<file path="config.mk">
export PLATFORM = sky130hd
export DESIGN_NAME = seg_scan_multi
export DESIGN_NICKNAME = d
export VERILOG_FILES = /design/src/rtl/seg_scan_multi.sv
export SDC_FILE = /design/constraint.sdc
export NUM_CORES = 1
export LEC_CHECK = 0
export CAP_MARGIN = 20
export CORE_UTILIZATION = 27
export DETAILED_ROUTE_END_ITERATION = 7
export RECOVER_POWER = 25
export SLEW_MARGIN = 0
export SYNTH_ARGS = -nofsm -noshare
export SYNTH_HDL_FRONTEND = slang
export SYNTH_SLANG_ARGS = --single-unit
export TNS_END_PERCENT = 30
</file>
<file path="constraint.sdc">
create_clock -name clk -period 12.1 [get_ports clk]
set_clock_uncertainty 0.1 [all_clocks]
set_input_delay 1.815 -clock clk [delete_from_list [all_inputs] [get_ports clk]]
set_output_delay 1.815 -clock clk [all_outputs]
set_load 0.02 [all_outputs]
</file>
<file path="src/rtl/seg_scan_multi.sv">
// Multiplexed 7-segment scanner: per-slot blanking, 16-level PWM, per-digit enable/blink,
// and inputs shadowed at frame start so a frame is never drawn from mixed data.
module seg_scan_multi #(
  parameter int unsigned DIGITS         = 6,
  parameter int unsigned SYSCLK         = 50000000,
  parameter int unsigned SCAN_FREQ      = 200,
  parameter int unsigned BLANK_CYCLES   = 16,
  parameter int unsigned BLINK_CYCLES   = 12500000,
  parameter int unsigned SEL_ACTIVE_LOW = 1,
  parameter int unsigned SEG_ACTIVE_LOW = 1
) (
  input  logic                clk,
  input  logic                rst,
  input  logic [8*DIGITS-1:0] seg_data_bus,
  input  logic [DIGITS-1:0]   digit_en,
  input  logic [DIGITS-1:0]   blink_mask,
  input  logic [3:0]          brightness,
  output logic [DIGITS-1:0]   seg_sel,
  output logic [7:0]          seg_data,
  output logic                frame_done
);

  localparam int unsigned SlotCycles = SYSCLK / (SCAN_FREQ * DIGITS);
  localparam int unsigned SlotW      = (SlotCycles > 1) ? $clog2(SlotCycles) : 1;
  localparam int unsigned IdxW       = (DIGITS > 1) ? $clog2(DIGITS) : 1;
  localparam int unsigned BlinkW     = (BLINK_CYCLES > 1) ? $clog2(BLINK_CYCLES) : 1;
  localparam logic [DIGITS-1:0] SelOff = (SEL_ACTIVE_LOW != 0) ? {DIGITS{1'b1}} : '0;
  localparam logic [7:0]        SegOff = (SEG_ACTIVE_LOW != 0) ? 8'hFF : 8'h00;

  logic [SlotW-1:0]    slot_q, slot_d;
  logic [IdxW-1:0]     idx_q, idx_d;
  logic [3:0]          pwm_q, pwm_d;
  logic [BlinkW-1:0]   blink_cnt_q, blink_cnt_d;
  logic                blink_phase_q, blink_phase_d;

  logic [8*DIGITS-1:0] sh_bus_q;
  logic [DIGITS-1:0]   sh_en_q, sh_mask_q;
  logic [3:0]          sh_bright_q;

  logic [DIGITS-1:0]   sel_q, sel_d;
  logic [7:0]          data_q, data_d;
  logic                frame_done_q, frame_done_d;

  logic                slot_wrap, last_idx, blink_wrap, frame_start, lit;
  logic [8*DIGITS-1:0] cur_bus;
  logic [DIGITS-1:0]   cur_en, cur_mask, onehot;
  logic [3:0]          cur_bright;
  logic [7:0]          cur_pat;

  always_comb begin
    slot_wrap   = (slot_q == SlotW'(SlotCycles - 1));
    last_idx    = (idx_q == IdxW'(DIGITS - 1));
    slot_d      = slot_wrap ? '0 : slot_q + 1'b1;
    idx_d       = idx_q;
    if (slot_wrap) idx_d = last_idx ? '0 : idx_q + 1'b1;
    // PWM phase restarts on the first cycle of every on phase
    pwm_d       = (slot_d == SlotW'(BLANK_CYCLES)) ? 4'd0 : pwm_q + 4'd1;
    blink_wrap  = (blink_cnt_q == BlinkW'(BLINK_CYCLES - 1));
    blink_cnt_d = blink_wrap ? '0 : blink_cnt_q + 1'b1;
    blink_phase_d = blink_phase_q ^ blink_wrap;
  end

  // At frame start the live inputs are used directly, matching what gets latched this cycle.
  always_comb begin
    frame_start = (slot_q == '0) && (idx_q == '0);
    cur_bus     = frame_start ? seg_data_bus : sh_bus_q;
    cur_en      = frame_start ? digit_en     : sh_en_q;
    cur_mask    = frame_start ? blink_mask   : sh_mask_q;
    cur_bright  = frame_start ? brightness   : sh_bright_q;
    cur_pat     = cur_bus[{idx_q, 3'b000} +: 8];
    onehot      = DIGITS'(1) << idx_q;
    lit         = (slot_q >= SlotW'(BLANK_CYCLES)) && cur_en[idx_q] &&
                  !(cur_mask[idx_q] && blink_phase_q) && (pwm_q <= cur_bright);
    sel_d        = SelOff;
    data_d       = SegOff;
    if (lit) begin
      sel_d  = SelOff ^ onehot;
      data_d = cur_pat;
    end
    frame_done_d = slot_wrap && last_idx;
  end

  always_ff @(posedge clk) begin
    if (rst) begin
      slot_q        <= '0;
      idx_q         <= '0;
      pwm_q         <= '0;
      blink_cnt_q   <= '0;
      blink_phase_q <= 1'b0;
      sh_bus_q      <= '0;
      sh_en_q       <= '0;
      sh_mask_q     <= '0;
      sh_bright_q   <= '0;
      sel_q         <= SelOff;
      data_q        <= SegOff;
      frame_done_q  <= 1'b0;
    end else begin
      slot_q        <= slot_d;
      idx_q         <= idx_d;
      pwm_q         <= pwm_d;
      blink_cnt_q   <= blink_cnt_d;
      blink_phase_q <= blink_phase_d;
      if (frame_start) begin
        sh_bus_q    <= seg_data_bus;
        sh_en_q     <= digit_en;
        sh_mask_q   <= blink_mask;
        sh_bright_q <= brightness;
      end
      sel_q         <= sel_d;
      data_q        <= data_d;
      frame_done_q  <= frame_done_d;
    end
  end

  assign seg_sel    = sel_q;
  assign seg_data   = data_q;
  assign frame_done = frame_done_q;

endmodule

</file>
======== Yosys cells after proc, flatten, opt, wreduce, memory -nomap -nowiden ========
Cells that the tools add are included.
storage, ports and cells
  bits in registers ....................... 127
  output and inout port bits .............. 15
operators by class
  $add $sub $neg .......................... 4
  order comparisons ....................... 3
  equality and inequality tests ........... 4
  shift-type cells ........................ 2
  muxes and demuxes ....................... 10
  bitwise logic cells ..................... 3
  reductions and logical operators ........ 12
operator list
  operator                                                                              count
  48-bit 2-to-1 mux                                                                     1
  48-bit by 7-bit variable part select with 8-bit output                                1
  24-bit by 1-bit adder with 24-bit output, second input constant                       1
  24-bit equality test, second input constant                                           1
  16-bit by 1-bit adder with 16-bit output, second input constant                       1
  16-bit equality test, second input constant                                           1
  16-bit by 5-bit equality test with 1-bit output, second input constant                1
  16-bit by 5-bit greater-or-equal comparator with 1-bit output, second input constant  1
  16-bit logical NOT                                                                    1
  16-bit 2-to-1 mux                                                                     1
  6-bit 2-to-1 mux                                                                      2
  1-bit binary-select mux with 3-bit select                                             2
  1-bit logical AND                                                                     6
  6-bit NOT                                                                             1
  2-bit OR reduction                                                                    3
  1-bit by 3-bit << shifter with 6-bit output, first input constant                     1
  4-bit by 1-bit adder with 4-bit output, second input constant                         1
  4-bit <= comparator                                                                   1
  3-bit by 4-bit less-than comparator with 1-bit output, second input constant          1
  4-bit 2-to-1 mux                                                                      1
  3-bit by 1-bit adder with 3-bit output, second input constant                         1
  3-bit equality test, second input constant                                            1
  3-bit logical NOT                                                                     1
  3-bit 2-to-1 mux                                                                      1
  other kinds (4)                                                                       5

======== Depth between registers and ports, before layout ========
  depth in word-level cells ............... 11
  gate-level depth with buffers ........... 15
  mapped depth without buffers ............ 14

======== Least setup slack after synthesis ========
Ideal clock, no wire load.
  path type ............................... input to register
  start ................................... in brightness[1]
  end ..................................... reg sel_q[0] (netlist: seg_sel[0])
  setup time .............................. 0.134 ns
  data arrival time ....................... 3.655 ns
  required time ........................... 11.866 ns
  setup slack ............................. 8.210 ns
  cell stages on the path ................. 8
  path buffers ............................ 0
  cell sequence ........................... mux2i_1 > ha_1 > nor2b_1 > o21ai_0 > a21oi_1 > a2111oi_0 > nand2_1 > or4_1
between the ends
  longest elaborated chain between the ends .. 5
RTL lines
  item                          line  RTL
  start: declaration            17    input logic [3:0] brightness,
  4-bit 2-to-1 mux              n/a
  4-bit <= comparator           73    !(cur_mask[idx_q] && blink_phase_q) && (pwm_q <= cur_bright);
  1-bit logical AND             73
  1-bit NOT (no line)           n/a
  2-bit OR reduction (no line)  n/a
  end signal: assignment        94    sel_q <= SelOff;
  end signal: assignment        109   sel_q <= sel_d;
  end: declaration              40    logic [DIGITS-1:0] sel_q, sel_d;
Every way passes these cells.
A chain may end at the register's enable or synchronous reset.

======== Worst setup path in the final report ========
  start ................................... in rst
  end ..................................... reg sel_q[5] (netlist: seg_sel[5])
between the ends
  longest elaborated chain between the ends .. 1
RTL lines
  item                          line  RTL
  start: declaration            13    input logic rst,
  2-bit OR reduction (no line)  n/a
Every way passes these cells.

==> flow_summary.yaml <==
outcome:
  status: "finished with violations"
  violations: "capacitance limit, slew limit"
clocking:
  clkLatencyLatePin_ps: 420
  hold_buffers: 0
  clockRootBuffer: "clkbuf_16"
  path_clk_slew_ps: 60
  cts_sinks: 127
  cts_tree: "done"
  cts_buffer_depth: 2
  postCtsSetupBuffers: 0
  h-tree-depth: 4
  cts_buffers: 17
  cts_resized: 0
synth:
  avgSynthCellArea_um2: 8.31
  ys_ff_latch: 127
  synth_top_area_share_pct: 45.0
  async_flop_share_pct: 0
  seq_area_frac_synth_pct: 45.0
  synth-edff-count: 0
  syn_inst: 679
  ys_warn_count: 0
  synth_cell_types: 58
  synth_area_leaders: "dfxtp_1, nand2_1, a21oi_1"
  synthTopCellsByCount: "nand2_1, dfxtp_1, nor2_1"
  synth_flop_cell: "dfxtp_1"
  synth_top_area_cell: "dfxtp_1"
  synth_nets: 755
  synth_area_um2: 5640
  yosysMostFrequentCell: "nand2_1"
pwr:
  internal_power_w: 0.000842
  power.leakage_nw: 2.64
  switchingPower_w: 0.000265
  switching_share_pct: 24.0
  power_frac_comb_pct: 9.9
  p_clk_share_pct: 49.0
  powerDensity_nw_per_um2: 153
  seqPwrFrac_pct: 41.1
  vdd_drop_max_mv: 0.0927
detailed_routing:
  via_count: 4767
  post_drt_wl_per_cell_um: 13.9
  drtIter0Drc: 264
  route.detailed.drc: 0
  viasPerCell: 4.66
  drt-pass1-iter-count: 4
  wl_um: 14200
  ant_nets: 0
sta:
  max_freq_mhz: 206
  setup_slack_ps: 7250
  max_slew_margin_pct: -117
  maxSlewViolCount: 74
  tns_ps: 0
  min_period_ps: 4850
  fin_crit_sh_pct: 40.0
  hold_viol: 0
  finalSetupViolCount: 0
  rsz0062_at_grt: "no"
  worstMarginPinSlew_ps: 3250
global_route:
  grt_pass1_vias: 4730
  grt_pass1_wl_um: 23500
  grt_max_degree: 74
  grt_usage_pct: 13.9
  antenna_found_initial: 0
  overflow: 0
critical_path:
  worstPathArrival_ps: 5110
  rr_worst_depth: 11
  worstPathRequired_ps: 12360
  crit_chain: "buf_2 > clkbuf_1 > a2111oi_0 > nand2_1 > or3_1"
  crit_path_end_kind: "flip-flop"
  slowest_delay_ps: 2270
  cp_max_fo: 73
  critPathLaunchType: "input port"
  cp_slowest_cell: "clkbuf_1"
  critical_path_class: "input port to flip-flop"
placed_design:
  port_buffers: 80
  hpwl_um: 9930
  preCtsSetupSlack_ps: 7430
  gp_congestion: 0.834
worst_hold_path:
  holdPathStages: 2
  min_path_type: "flip-flop to flip-flop"
die:
  dieWidth_um: 147
  dieArea_um2: 21500
  start_util_pct: 27.7
  die_h_um: 147
  core-area_um2: 20400
  io_pins: 81
  num_rows: 52
flow_run:
  cap_violations: 1
layout:
  drive_gt1_share_pct: 7.85
  diodes: 0
  layout.nets: 815
  syn_to_final_growth_pct: 28.0
==> critical path: cells and delay by family <==
kind | cells | cell delay [ps]
buffers and inverters | 2 | 2340
and+or+nand+nor | 2 | 620
AOI/OAI and AO/OA | 1 | 300
==> cell usage in the layout, fill, tap and decap left out, types with 2 or more instances in the layout <==
| cell | count |
|---|---|
| clkbuf_16 | 17 |
| nor4_1 | 7 |
| or4_1 | 2 |
| o22ai_1 | 11 |
| a21oi_1 | 61 |
| dfxtp_1 | 127 |
| nor3b_1 | 2 |
| a211o_1 | 4 |
| clkinvlp_4 | 2 |
| ha_1 | 10 |
| nor2_1 | 74 |
| nor2b_1 | 4 |
| nor3_1 | 11 |
| o211ai_1 | 2 |
| nand3_1 | 19 |
| nand4_1 | 13 |
| mux2i_1 | 19 |
| xor2_1 | 23 |
| and3_1 | 2 |
| nand2_1 | 143 |
| o21ai_0 | 13 |
| o31ai_1 | 2 |
| clkdlybuf4s50_1 | 79 |
| or3_1 | 5 |
| and2_1 | 2 |
| nor4_2 | 3 |
| bufinv_16 | 4 |
| and4_1 | 5 |
| buf_4 | 3 |
| mux2_2 | 10 |
| clkinv_2 | 4 |
| nand2b_1 | 2 |
| inv_1 | 12 |
| clkinv_4 | 3 |
| or2_2 | 5 |
| xnor2_1 | 18 |
==> final timing paths <==
check | startpoint | to | slack (ps)
max | rst | seg_sel[5]$_SDFF_PP1_ | 7250
min reg2reg | sh_bus_q[26]$_SDFF_PP0_ | sh_bus_q[26]$_SDFF_PP0_ | 350
min | sh_bus_q[26]$_SDFF_PP0_ | sh_bus_q[26]$_SDFF_PP0_ | 350
max reg2reg | idx_q[1]$_SDFFE_PP0N_ | seg_sel[0]$_SDFF_PP1_ | 7550
==> kinds of logic (layout without fill, tap and decap cells) <==
| group | Yosys count | count (layout) | share of synthesized area (%) |
|---|---|---|---|
| and+or+nand+nor | 307 | 307 | 25.0 |
| adders and majority gates | 10 | 10 | 2.22 |
| muxes | 30 | 30 | 5.56 |
| DFF | 127 | 127 | 45.0 |
| buffers and inverters | 55 | 128 | 4.50 |
| xor gates and xnor gates | 41 | 41 | 6.36 |
| AOI/OAI and AO/OA | 109 | 109 | 11.4 |
==> final cells by class <==
type / count / area [µm²]
tap: 270 / 338
fill: 2098 / 13100
inverter: 12 / 45.0
sequential: 127 / 2540
clock inverter: 14 / 190
clock buffer: 18 / 439
multi-input combinational: 497 / 2850
timing repair buffer: 84 / 822
==> sequential cells by signal, summed over array words and instances, names as in the netlist <==
register / cells
seg_sel: 6
pwm_q: 4
sh_mask_q: 6
seg_data: 8
sh_bus_q: 48
blink_cnt_q: 24
sh_en_q: 6
slot_q: 16
frame_done: 1
idx_q: 3
sh_bright_q: 4
blink_phase_q: 1
==> metrics by stage <==
step | util [%] | hold WS [ps] | std cells | power, W | instance area (µm²)
floorplan | - | 327 | 679 | 0.000534 | 5640
global placement | 32.4 | 335 | 990 | 0.000574 | 6600
detailed placement | 32.4 | 341 | 990 | 0.000574 | 6600
CTS | 35.5 | 351 | 1022 | 0.00112 | 7230
global route | 35.5 | 363 | 1022 | 0.00115 | 7220
finish | 35.5 | 349 | 1022 | 0.00111 | 7220
==> power groups by stage <==
stage / Clock [W] / Combinational (W) / Sequential (W)
floorplan: 0 / 0.0000752 / 0.000459
global placement: 0 / 0.000110 / 0.000463
detailed placement: 0 / 0.000111 / 0.000463
CTS: 0.000550 / 0.000112 / 0.000455
global route: 0.000570 / 0.000125 / 0.000458
finish: 0.000542 / 0.000110 / 0.000455
==> layer usage <==
| layer | GRT usage (%) | vias to the layer above | wire (µm) |
|---|---|---|---|
| li1 | - | 2429 | - |
| met1 | 18.0 | 2220 | 6920 |
| met2 | 21.4 | 97 | 6230 |
| met3 | 4.72 | 21 | 808 |
| met4 | 5.10 | 0 | 199 |
| met5 | 0 | - | 0 |
(Power assumes the default switching activity.)
